## src/rtl/adc_offset_capture_pkg.sv

```systemverilog
// rtl/adc_offset_capture_pkg.sv - shared FSM encoding, output width and default ADC constants
package adc_offset_capture_pkg;

    typedef enum logic [1:0] {
        ST_IDLE,
        ST_CONV,
        ST_SHIFT,
        ST_DONE
    } spi_state_e;

    localparam int OUT_W = 32;

    // Defaults of the serial ADC on each channel, also used by its bus-functional model.
    localparam int ADC_DATA_W    = 14;
    localparam int ADC_CLK_DIV   = 2;
    localparam int ADC_CONV_WAIT = 4;

    // Bits needed for a counter that runs 0..n-1.
    function automatic int cnt_width(input int n);
        return (n < 2) ? 1 : $clog2(n);
    endfunction

endpackage

```

## src/rtl/adc_offset_capture_spi_shift.sv

```systemverilog
// rtl/adc_offset_capture_spi_shift.sv - one SPI read frame: CS/SCLK generation and MSB-first capture
module adc_spi_shift
    import adc_offset_capture_pkg::*;
#(
    parameter int DATA_W    = ADC_DATA_W,
    parameter int CLK_DIV   = ADC_CLK_DIV,
    parameter int CONV_WAIT = ADC_CONV_WAIT
) (
    input  logic              i_clock,
    input  logic              i_RESET,
    input  logic              start_i,
    input  logic              sdo_i,
    output logic              cs_n_o,
    output logic              sclk_o,
    output logic              busy_o,
    output logic              done_o,
    output logic [DATA_W-1:0] raw_o
);

    localparam int TMR_W = cnt_width((CLK_DIV > CONV_WAIT) ? CLK_DIV : CONV_WAIT);
    localparam int BIT_W = cnt_width(DATA_W);
    localparam logic [TMR_W-1:0] CONV_LAST = TMR_W'(CONV_WAIT - 1);
    localparam logic [TMR_W-1:0] HALF_LAST = TMR_W'(CLK_DIV - 1);
    localparam logic [BIT_W-1:0] BIT_LAST  = BIT_W'(DATA_W - 1);

    spi_state_e        state_q, state_d;
    logic [TMR_W-1:0]  tmr_q, tmr_d;
    logic [BIT_W-1:0]  bit_q, bit_d;
    logic [DATA_W-1:0] shift_q, shift_d;
    logic              cs_n_q, cs_n_d;
    logic              sclk_q, sclk_d;

    always_ff @(posedge i_clock or negedge i_RESET) begin
        if (!i_RESET) begin
            state_q <= ST_IDLE;
            tmr_q   <= '0;
            bit_q   <= '0;
            shift_q <= '0;
            cs_n_q  <= 1'b1;
            sclk_q  <= 1'b0;
        end else begin
            state_q <= state_d;
            tmr_q   <= tmr_d;
            bit_q   <= bit_d;
            shift_q <= shift_d;
            cs_n_q  <= cs_n_d;
            sclk_q  <= sclk_d;
        end
    end

    always_comb begin
        state_d = state_q;
        tmr_d   = tmr_q;
        bit_d   = bit_q;
        shift_d = shift_q;
        cs_n_d  = cs_n_q;
        sclk_d  = sclk_q;
        done_o  = 1'b0;
        unique case (state_q)
            ST_IDLE: begin
                if (start_i) begin
                    state_d = ST_CONV;
                    tmr_d   = '0;
                    cs_n_d  = 1'b0;
                end
            end
            ST_CONV: begin
                if (tmr_q == CONV_LAST) begin
                    state_d = ST_SHIFT;
                    tmr_d   = '0;
                    bit_d   = '0;
                end else begin
                    tmr_d = tmr_q + 1'b1;
                end
            end
            ST_SHIFT: begin
                if (tmr_q == HALF_LAST) begin
                    tmr_d  = '0;
                    sclk_d = !sclk_q;
                    // Capture on the edge that raises SCLK; count bits on the falling edge.
                    if (!sclk_q) begin
                        shift_d = {shift_q[DATA_W-2:0], sdo_i};
                    end else if (bit_q == BIT_LAST) begin
                        state_d = ST_DONE;
                        done_o  = 1'b1;
                    end else begin
                        bit_d = bit_q + 1'b1;
                    end
                end else begin
                    tmr_d = tmr_q + 1'b1;
                end
            end
            ST_DONE: begin
                state_d = ST_IDLE;
                cs_n_d  = 1'b1;
            end
            default: state_d = ST_IDLE;
        endcase
    end

    assign cs_n_o = cs_n_q;
    assign sclk_o = sclk_q;
    assign busy_o = (state_q != ST_IDLE);
    assign raw_o  = shift_q;

endmodule

```

## src/rtl/adc_offset_capture.sv

```systemverilog
// rtl/adc_offset_capture.sv - periodic ADC read with learned DC offset removal, 32-bit signed output
module adc_offset_capture
    import adc_offset_capture_pkg::*;
#(
    parameter int DATA_W        = ADC_DATA_W,
    parameter int CLK_DIV       = ADC_CLK_DIV,
    parameter int CONV_WAIT     = ADC_CONV_WAIT,
    parameter int CAL_LOG2      = 2,
    parameter int SAMPLE_PERIOD = 80
) (
    input  logic             i_clock,
    input  logic             i_RESET,
    input  logic             i_sdo,
    input  logic             i_cal_req,
    output logic             o_cs_n,
    output logic             o_sclk,
    output logic [OUT_W-1:0] o_data,
    output logic             o_valid,
    output logic             o_cal_done
);

    localparam int CNT_W  = cnt_width(SAMPLE_PERIOD);
    localparam int ACC_W  = DATA_W + CAL_LOG2;
    localparam int CAL_CW = CAL_LOG2 + 1;
    localparam logic [CNT_W-1:0]  CNT_LAST = CNT_W'(SAMPLE_PERIOD - 1);
    localparam logic [CAL_CW-1:0] CAL_LAST = CAL_CW'((1 << CAL_LOG2) - 1);

    logic [CNT_W-1:0]         cnt_q, cnt_d;
    logic                     pend_q, pend_d;
    logic                     cal_done_q, cal_done_d;
    logic signed [ACC_W-1:0]  acc_q, acc_d;
    logic [CAL_CW-1:0]        cal_cnt_q, cal_cnt_d;
    logic signed [DATA_W-1:0] offset_q, offset_d;
    logic [OUT_W-1:0]         data_q, data_d;
    logic                     valid_q, valid_d;

    logic                     spi_busy;
    logic                     spi_done;
    logic [DATA_W-1:0]        spi_raw;
    logic signed [DATA_W-1:0] raw_s;
    logic signed [ACC_W-1:0]  acc_sum;
    logic                     frame_start;

    assign frame_start = (cnt_q == '0) && !spi_busy;
    assign raw_s       = spi_raw;
    assign acc_sum     = acc_q + ACC_W'(raw_s);

    adc_spi_shift #(
        .DATA_W   (DATA_W),
        .CLK_DIV  (CLK_DIV),
        .CONV_WAIT(CONV_WAIT)
    ) u_spi (
        .i_clock(i_clock),
        .i_RESET(i_RESET),
        .start_i(frame_start),
        .sdo_i  (i_sdo),
        .cs_n_o (o_cs_n),
        .sclk_o (o_sclk),
        .busy_o (spi_busy),
        .done_o (spi_done),
        .raw_o  (spi_raw)
    );

    always_ff @(posedge i_clock or negedge i_RESET) begin
        if (!i_RESET) begin
            cnt_q      <= '0;
            pend_q     <= 1'b0;
            cal_done_q <= 1'b0;
            acc_q      <= '0;
            cal_cnt_q  <= '0;
            offset_q   <= '0;
            data_q     <= '0;
            valid_q    <= 1'b0;
        end else begin
            cnt_q      <= cnt_d;
            pend_q     <= pend_d;
            cal_done_q <= cal_done_d;
            acc_q      <= acc_d;
            cal_cnt_q  <= cal_cnt_d;
            offset_q   <= offset_d;
            data_q     <= data_d;
            valid_q    <= valid_d;
        end
    end

    always_comb begin
        cnt_d      = (cnt_q == CNT_LAST) ? '0 : cnt_q + 1'b1;
        pend_d     = pend_q;
        cal_done_d = cal_done_q;
        acc_d      = acc_q;
        cal_cnt_d  = cal_cnt_q;
        offset_d   = offset_q;
        data_d     = data_q;
        valid_d    = 1'b0;

        // A recalibration request only takes effect at a frame boundary; the old offset survives until replaced.
        if (frame_start && (pend_q || i_cal_req)) begin
            pend_d     = 1'b0;
            cal_done_d = 1'b0;
            acc_d      = '0;
            cal_cnt_d  = '0;
        end else if (i_cal_req) begin
            pend_d = 1'b1;
        end

        if (spi_done) begin
            if (!cal_done_q) begin
                acc_d     = acc_sum;
                cal_cnt_d = cal_cnt_q + 1'b1;
                if (cal_cnt_q == CAL_LAST) begin
                    offset_d   = DATA_W'(acc_sum >>> CAL_LOG2);
                    cal_done_d = 1'b1;
                end
            end else begin
                data_d  = OUT_W'(raw_s) - OUT_W'(offset_q);
                valid_d = 1'b1;
            end
        end
    end

    assign o_data     = data_q;
    assign o_valid    = valid_q;
    assign o_cal_done = cal_done_q;

endmodule

```

## config.mk

```make
export PLATFORM = sky130hd
export DESIGN_NAME = adc_offset_capture
export DESIGN_NICKNAME = d
export VERILOG_FILES = /design/src/rtl/adc_offset_capture_pkg.sv /design/src/rtl/adc_offset_capture_spi_shift.sv /design/src/rtl/adc_offset_capture.sv
export SDC_FILE = /design/constraint.sdc
export NUM_CORES = 1
export LEC_CHECK = 0
export BUFFER_PORTS_ARGS = -buffer_cell sky130_fd_sc_hd__buf_2
export CAP_MARGIN = 20
export CORE_ASPECT_RATIO = 0.75
export CORE_MARGIN = 2
export CORE_UTILIZATION = 65
export DETAILED_ROUTE_END_ITERATION = 10
export MAX_ROUTING_LAYER = met4
export PLACE_DENSITY_LB_ADDON = 0.3
export SYNTH_ARGS = -nofsm -noshare
export SYNTH_HDL_FRONTEND = slang
export SYNTH_HIERARCHICAL = 1
export SYNTH_SLANG_ARGS = --single-unit
export TNS_END_PERCENT = 50
```

## constraint.sdc

```tcl
create_clock -name i_clock -period 4 [get_ports i_clock]
set_input_delay 0 -clock i_clock [delete_from_list [all_inputs] [get_ports i_clock]]
set_output_delay 0 -clock i_clock [all_outputs]
set_load 0.005 [all_outputs]
```

==> metrics.csv, run 1 <==
stage,metric,value,unit
sta,Final setup viols,0,
clock_network,Num CTS Buffers,9,
setup_path,critical-path maximum fanout,19,
synth,Post-Syn Area,4870,sq um
synth,Yosys warnings,6,
floorplan,die area,8210,sq um
sta,RSZ-0062 raised after global routing,no,
synth,top-area cell type share of the netlist area,0.416,
setup_path,Crit. End Element,register,
pwr,Clk pwr share,0.434,
layout,ANT cells,0,
layout,share of cells above drive strength 1,0.183,
clock_network,Clock Tree Buf Depth,2,
layout,Layout fillers,511,
placed_design,port bufs,39,
global_route,largest net degree at the start of global routing,83,
placed_design,"worst slack, placed",1.40,ns
run,Max-cap violations,0,
layout,register area,2050,sq um
clock_network,H-tree Lvls,3,
placed_design,DP HPWL,6700,um
pwr,combinational share of power,0.070,
floorplan,Core Area,7300,sq um
global_route,global route overflow,0,
routing,routed wire length per instance,15.6,um
synth,Avg Inst Size Synth,10.3,sq um
setup_path,Worst Path Required,4.25,ns
setup_path,kind of critical path,reg -> reg,
floorplan,die width,104,um
clock_network,Root Buffer,clkbuf_8,
routing,DR iter-0 viols,261,
synth,post-synthesis sequential area ratio,0.421,
synth,"Distinct cells, synth",61,
synth,ys async rst share,1.00,
setup_path,CP peak stage delay,0.44,ns
setup_path,CP cell instances,inv_1 > ha_1 > nand3_1 > nor2_1 > nor2b_1 > buf_4 > nand2_1 > mux2_2,
layout,multi-input logic area,2520,sq um
setup_path,Worst setup SP type,register,
synth,Mapped Cells,472,
routing,WL final,9510,um
synth,Post-synth EDFFs,0,
synth,#FFs+latches synth,82,
global_route,antenna violations before repair,0,
pwr,worst vdd ir,211,uV
layout,Area Growth Syn to Fin,9.48,%
pwr,pwr/cell area,321,nW/um^2
floorplan,# IOs,40,
floorplan,die height,79.0,um
clock_network,Worst-path clk slew,0.08,ns
routing,Initial DRT Pass Iterations,5,
synth,largest area contributor in the netlist,dfrtp_1,
routing,# DRC,0,
sta,count of final hold-check violations,0,
global_route,global-route wire length before repair,16200,um
pwr,switching pwr,0.403,mW
run_status,outcome,"finished, final reports clean",
sta,fin crit share,0.665,
clock_network,worst-skew pair later-pin latency,0.36,ns
sta,Worst Tran Pin Value,0.820,ns
synth,Post-Syn Nets,520,
sta,max-slew violation count,0,
synth,Most used DFF post-synth,dfrtp_1,
floorplan,initial core utilization,0.668,
sta,Max Freq,0.376,GHz
worst_hold_path,Min-Delay Path Class,in -> async,
sta,Max Clock Skew,0.00899,ns
floorplan,# rows,27,
global_route,Tot GR Track Use,0.255,
clock_network,CTS tree,done,
global_route,vias in the first global route,3327,
pwr,Final Power,1.71,mW
sta,setup TNS,0,ns
pwr,Leak,2.68,nW
routing,routed vias,3505,
routing,vias per cell,5.76,
pwr,Reg power frac,0.497,
sta,worst setup margin,1.34,ns
sta,Period minus WS final,2.66,ns
synth,leading post-synthesis cells by cell area,"dfrtp_1 42%, ha_1 11%, o21ai_0 3.9%, mux2_2 3.5%, xnor2_1 3.1%",
placed_design,routability congestion estimate,0.915,
setup_path,CP max stage cell,mux2_2,
setup_path,WP data arrival,2.91,ns
clock_network,clock sink count,82,
synth,"count leader, synth",dfrtp_1,
clock_network,post-CTS setup repair buffer count,0,
routing,Final ANT Viol Nets,0,
pwr,sw frac,0.235,
synth,Synth top cells by count,"81 x dfrtp_1, 42 x ha_1, 38 x o21ai_0",
pwr,Internal,1.31,mW
sta,slew margin rel.,0.453,
layout,Layout Nets,550,
==> metal layers <==
layer | wire length (um) | track usage | vias up
met5 | 0 | - | -
met4 | 126 | 0.0743 | 0
met3 | 534 | 0.0501 | 12
met2 | 4080 | 0.370 | 115
met1 | 4770 | 0.367 | 1661
li1 | - | - | 1717
==> critical path: cells and delay by family (launching register included) <==
kind / cells / cell delay (ns)
fa+ha+maj: 1 / 0.41
buf+inv: 2 / 0.34
flops: 1 / 0.42
mux: 1 / 0.44
simple gates: 4 / 0.94
==> cell usage in the layout, fill, tap and decap left out, types with 9 or more instances in the layout <==
cell      count
nor2_1       23
a21oi_1      18
nand3_1      11
ha_1         42
xnor2_1      17
nand2_1      36
clkbuf_8      9
o21ai_0      38
nand2b_1      9
buf_2        38
inv_1        32
mux2_2       15
mux2_4        9
dfrtp_1      81
a21o_1        9
a22o_1       13
xor2_1       10
==> stage by stage <==
stage / hold slack [ns] / cells / util / area (sq um)
2_1_floorplan: -0.296 / 472 / - / 4870
3_5_place_dp: 0.237 / 588 / 0.689 / 5030
5_1_grt: 0.0159 / 608 / 0.731 / 5330
3_3_place_gp: 0.231 / 588 / 0.689 / 5030
4_1_cts: 0.385 / 607 / 0.727 / 5310
6_report: 0.0174 / 608 / 0.731 / 5330
==> state kept, by name (all words and copies together) (netlist names) <==
name and count:
cnt_q 7, offset_q 14, o_data 15, acc_q 16, pend_q 1, o_cal_done 1
u_spi/state_q 2, u_spi/raw_o 14, u_spi/cs_n_o 1, u_spi/bit_q 4, u_spi/tmr_q 2, o_valid 1
cal_cnt_q 3, u_spi/sclk_o 1
==> layout make-up <==
cell class	instances	area share
repair buffers	45	0.0507
clock inverters	7	0.0232
multi-input cells	332	0.472
clock buffers	9	0.0232
flip-flops and latches	82	0.385
well taps	101	0.0237
inverters	32	0.0225
==> repair_timing <==
action,in CTS,in global routing
hold buffers,3,0
resized for setup,0,0
endpoints found under the hold margin,83,0
==> power by group through the flow <==
stage               clock network, mW  registers, mW  logic, mW
CTS                             0.752          0.851      0.117
global route                    0.794          0.852      0.133
finish                          0.743          0.851      0.120
global placement                    0          0.866      0.110
floorplan                           0          0.862     0.0784
detailed placement                  0          0.867      0.113
==> path summary, 6_finish.rpt <==
check / slack [ns] / startpoint / end / cells after the start
setup / recovery: 1.34 / u_spi/state_q[0] / offset_q[1] / 8
hold / removal: 0.02 / i_RESET / acc_q[5] / 2
setup reg to reg: 1.34 / u_spi/state_q[0] / offset_q[1] / 8
hold reg to reg: 0.48 / cnt_q[0] / cnt_q[0] / 1
max in group asynchronous: 3.39 / i_RESET / u_spi/cs_n_o / 3
min in group i_clock: 0.41 / i_cal_req / pend_q / 4
==> cell families after synthesis <==
kind of cell,after synthesis,share of synthesized area
multiplexers,27,0.0686
flip-flops,82,0.421
adder cells (fa/ha/maj),44,0.116
AND/OR/NAND/NOR,116,0.120
buffers and inverters,58,0.0621
XOR/XNOR,27,0.0485
AO/OA/AOI/OAI,118,0.163
Power figures use the tool's default switching activity.
==> inputs of run 2 (changes only) <==
Settings changed: CORE_UTILIZATION 65 to 60.
Clock period 4 ns to 2.5 ns, I/O delays scaled along.
==> metrics.csv, run 2 (synthesis gave the netlist of run 1 again) <==
stage,metric,value,unit,change
run_status,outcome,"finished, final reports clean",,
layout,register area,2050,sq um,unchanged
run,Max-cap violations,0,,unchanged
floorplan,die height,82.0,um,+3.9%
sta,Max Freq,0.419,GHz,+11%
setup_path,Critical Path End,offset_q[10],,
layout,design area,5410,sq um,+1.5%
setup_path,WP data arrival,2.63,ns,-0.28 ns
setup_path,critical path depth,9,,+1
clock_network,worst-skew pair later-pin latency,0.36,ns,about the same
global_route,antenna violations before repair,0,,unchanged
routing,routed wire length per instance,15.6,um,-0.31%
sta,slew margin rel.,0.449,,-0.00418
routing,vias per cell,5.64,,-2.1%
floorplan,initial core utilization,0.618,,-0.0496
pwr,Internal,2.02,mW,+54%
setup_path,kind of critical path,reg -> reg,,
floorplan,# IOs,40,,unchanged
floorplan,die area,8860,sq um,+8.0%
placed_design,routability congestion estimate,0.934,,+2.1%
setup_path,CP peak stage delay,0.42,ns,-0.02 ns
sta,Worst Tran Pin Value,0.825,ns,+0.00539 ns
setup_path,critical-path maximum fanout,3,,-16
clock_network,clock sink count,82,,unchanged
setup_path,CP top delay family,compound AO/OA/AOI/OAI gates,,
pwr,switching pwr,0.625,mW,+55%
sta,setup TNS,0,ns,unchanged
sta,worst setup margin,0.111,ns,-1.23 ns
routing,Final ANT Viol Nets,0,,unchanged
placed_design,DP HPWL,6910,um,+3.2%
layout,max reg flops,16,,unchanged
global_route,largest net degree at the start of global routing,83,,unchanged
layout,Layout Nets,559,,+1.6%
routing,WL final,9680,um,+1.8%
clock_network,CTS tree,done,,
global_route,global route overflow,0,,unchanged
setup_path,r2r endpoint,offset_q[10],,
pwr,pwr/cell area,489,nW/um^2,+52%
layout,Layout fillers,581,,+14%
pwr,Leak,2.71,nW,+0.80%
clock_network,Clock Tree Buf Depth,2,,unchanged
layout,ANT cells,0,,unchanged
sta,Period minus WS final,2.39,ns,-0.273 ns
layout,Area Growth Syn to Fin,11.1,%,
floorplan,Core Area,7880,sq um,+8.0%
global_route,vias in the first global route,3370,,+1.3%
clock_network,Root Buffer,clkbuf_8,,
worst_hold_path,Min-Delay Path Class,in -> async,,
sta,Final setup viols,0,,unchanged
sta,Max Clock Skew,0.00830,ns,-0.000693 ns
layout,multi-input logic area,2540,sq um,+1.1%
routing,routed vias,3505,,unchanged
layout,most frequent cells in the layout,"81 x dfrtp_1, 41 x ha_1, 38 x o21ai_0, 38 x buf_2, 36 x nand2_1",,
layout,share of cells above drive strength 1,0.205,,+0.0220
layout,Biggest register,acc_q,,
setup_path,"most used cell, CP",a21o_1,,
setup_path,worst path bufs/invs,0,,-2
setup_path,Worst R2R Start,acc_q[0],,
sta,RSZ-0062 raised after global routing,yes,,
pwr,Reg power frac,0.514,,+0.017
clock_network,H-tree Lvls,3,,unchanged
clock_network,Num CTS Buffers,9,,unchanged
routing,DR iter-0 viols,152,,-42%
pwr,sw frac,0.236,,+0.000940
setup_path,Setup crit start,acc_q[0],,
placed_design,dpl cell area,5080,sq um,+1.0%
setup_path,CP cell instances,ha_4 > fa_2 > a21o_1 > a21o_1 > a21oi_2 > o31ai_2 > o41ai_2 > xnor2_1 > mux2_2,,
placed_design,port bufs,39,,unchanged
setup_path,CP max stage cell,dfrtp_1,,
sta,count of final hold-check violations,0,,unchanged
setup_path,Worst setup SP type,register,,
floorplan,die width,108,um,+3.9%
pwr,Clk pwr share,0.411,,-0.023
setup_path,Worst Path Required,2.74,ns,-1.51 ns
placed_design,"worst slack, placed",0.0162,ns,-1.38 ns
floorplan,# rows,28,,+3.7%
setup_path,Crit. End Element,register,,
sta,fin crit share,0.955,,+0.290
pwr,combinational share of power,0.074,,+0.004
setup_path,r2r setup slk,0.11,ns,-1.23 ns
setup_path,R2R depth,9,,+1
clock_network,Worst-path clk slew,0.09,ns,about the same
sta,max-slew violation count,0,,unchanged
global_route,global-route wire length before repair,16200,um,+0.30%
routing,Initial DRT Pass Iterations,4,,-1
global_route,Tot GR Track Use,0.244,,-0.0105
layout,"most common cell after layout, fill and taps aside",dfrtp_1,,
routing,# DRC,0,,unchanged
pwr,worst vdd ir,412,uV,+95%
-- run 2: changes by cell type in the layout (fill, tap and decap cells not counted), sizes merged --
| cell | change |
|---|---|
| inv | -1 |
| clkinvlp | +1 |
| clkbuf | +2 |
| clkinv | -1 |
| bufinv | -1 |
| buf | +9 |
-- run 2: layer usage --
metal  share of wire  global-route usage
met1            0.50               0.331
met2            0.44               0.367
met3           0.055              0.0643
met4           0.012              0.0654
met5               0                   -
-- run 2: worst register-to-register path: cells and delay by family, from the launching register on --
family	cells	cell delay (ns)
xor gates and xnor gates	1	0.12
muxes	1	0.26
DFF	1	0.42
adders and majority gates	2	0.53
AOI/OAI and AO/OA	5	0.95
-- run 2: layout make-up --
type,instances,area share
multi-input combinational,332,0.470
sequential,82,0.379
inverter,32,0.0222
timing repair buffer,54,0.0624
clock inverter,5,0.0157
tap,105,0.0243
clock buffer,11,0.0261
-- run 2: worst min-delay path by stage --
stage               startpoint           to  slack [ns]
global placement       i_RESET     cnt_q[0]        0.24
global route           i_RESET     cnt_q[4]        0.06
CTS                    i_RESET  offset_q[3]        0.39
floorplan              i_RESET     acc_q[0]       -0.30
detailed placement     i_RESET     cnt_q[0]        0.24
finish                 i_RESET     acc_q[2]        0.05
-- run 2: repair_timing --
| action | 4_1_cts | 5_1_grt |
|---|---|---|
| buffers inserted | 0 | 3 |
| hold buffers | 3 | 0 |
| gates resized for setup | 3 | 3 |
| endpoints found under the hold margin | 83 | 0 |
| pin swaps | 3 | 6 |
| endpoints found under the setup margin | 3 | 8 |
-- run 2: power groups by stage --
| stage | clock (mW) | sequential [mW] | combinational, mW |
|---|---|---|---|
| after CTS | 1.11 | 1.36 | 0.188 |
| after global placement | 0 | 1.38 | 0.177 |
| final | 1.09 | 1.36 | 0.197 |
| after floorplan | 0 | 1.38 | 0.125 |
| after detailed placement | 0 | 1.39 | 0.182 |
| after global routing | 1.17 | 1.36 | 0.224 |
-- run 2: per-stage QoR --
step,power (mW),hold slack (ns),utilization,std cells
floorplan,1.50,-0.296,-,472
global placement,1.56,0.236,0.644,598
detailed placement,1.57,0.239,0.644,598
CTS,2.66,0.393,0.679,617
global route,2.76,0.0619,0.687,621
finish,2.65,0.0544,0.687,621
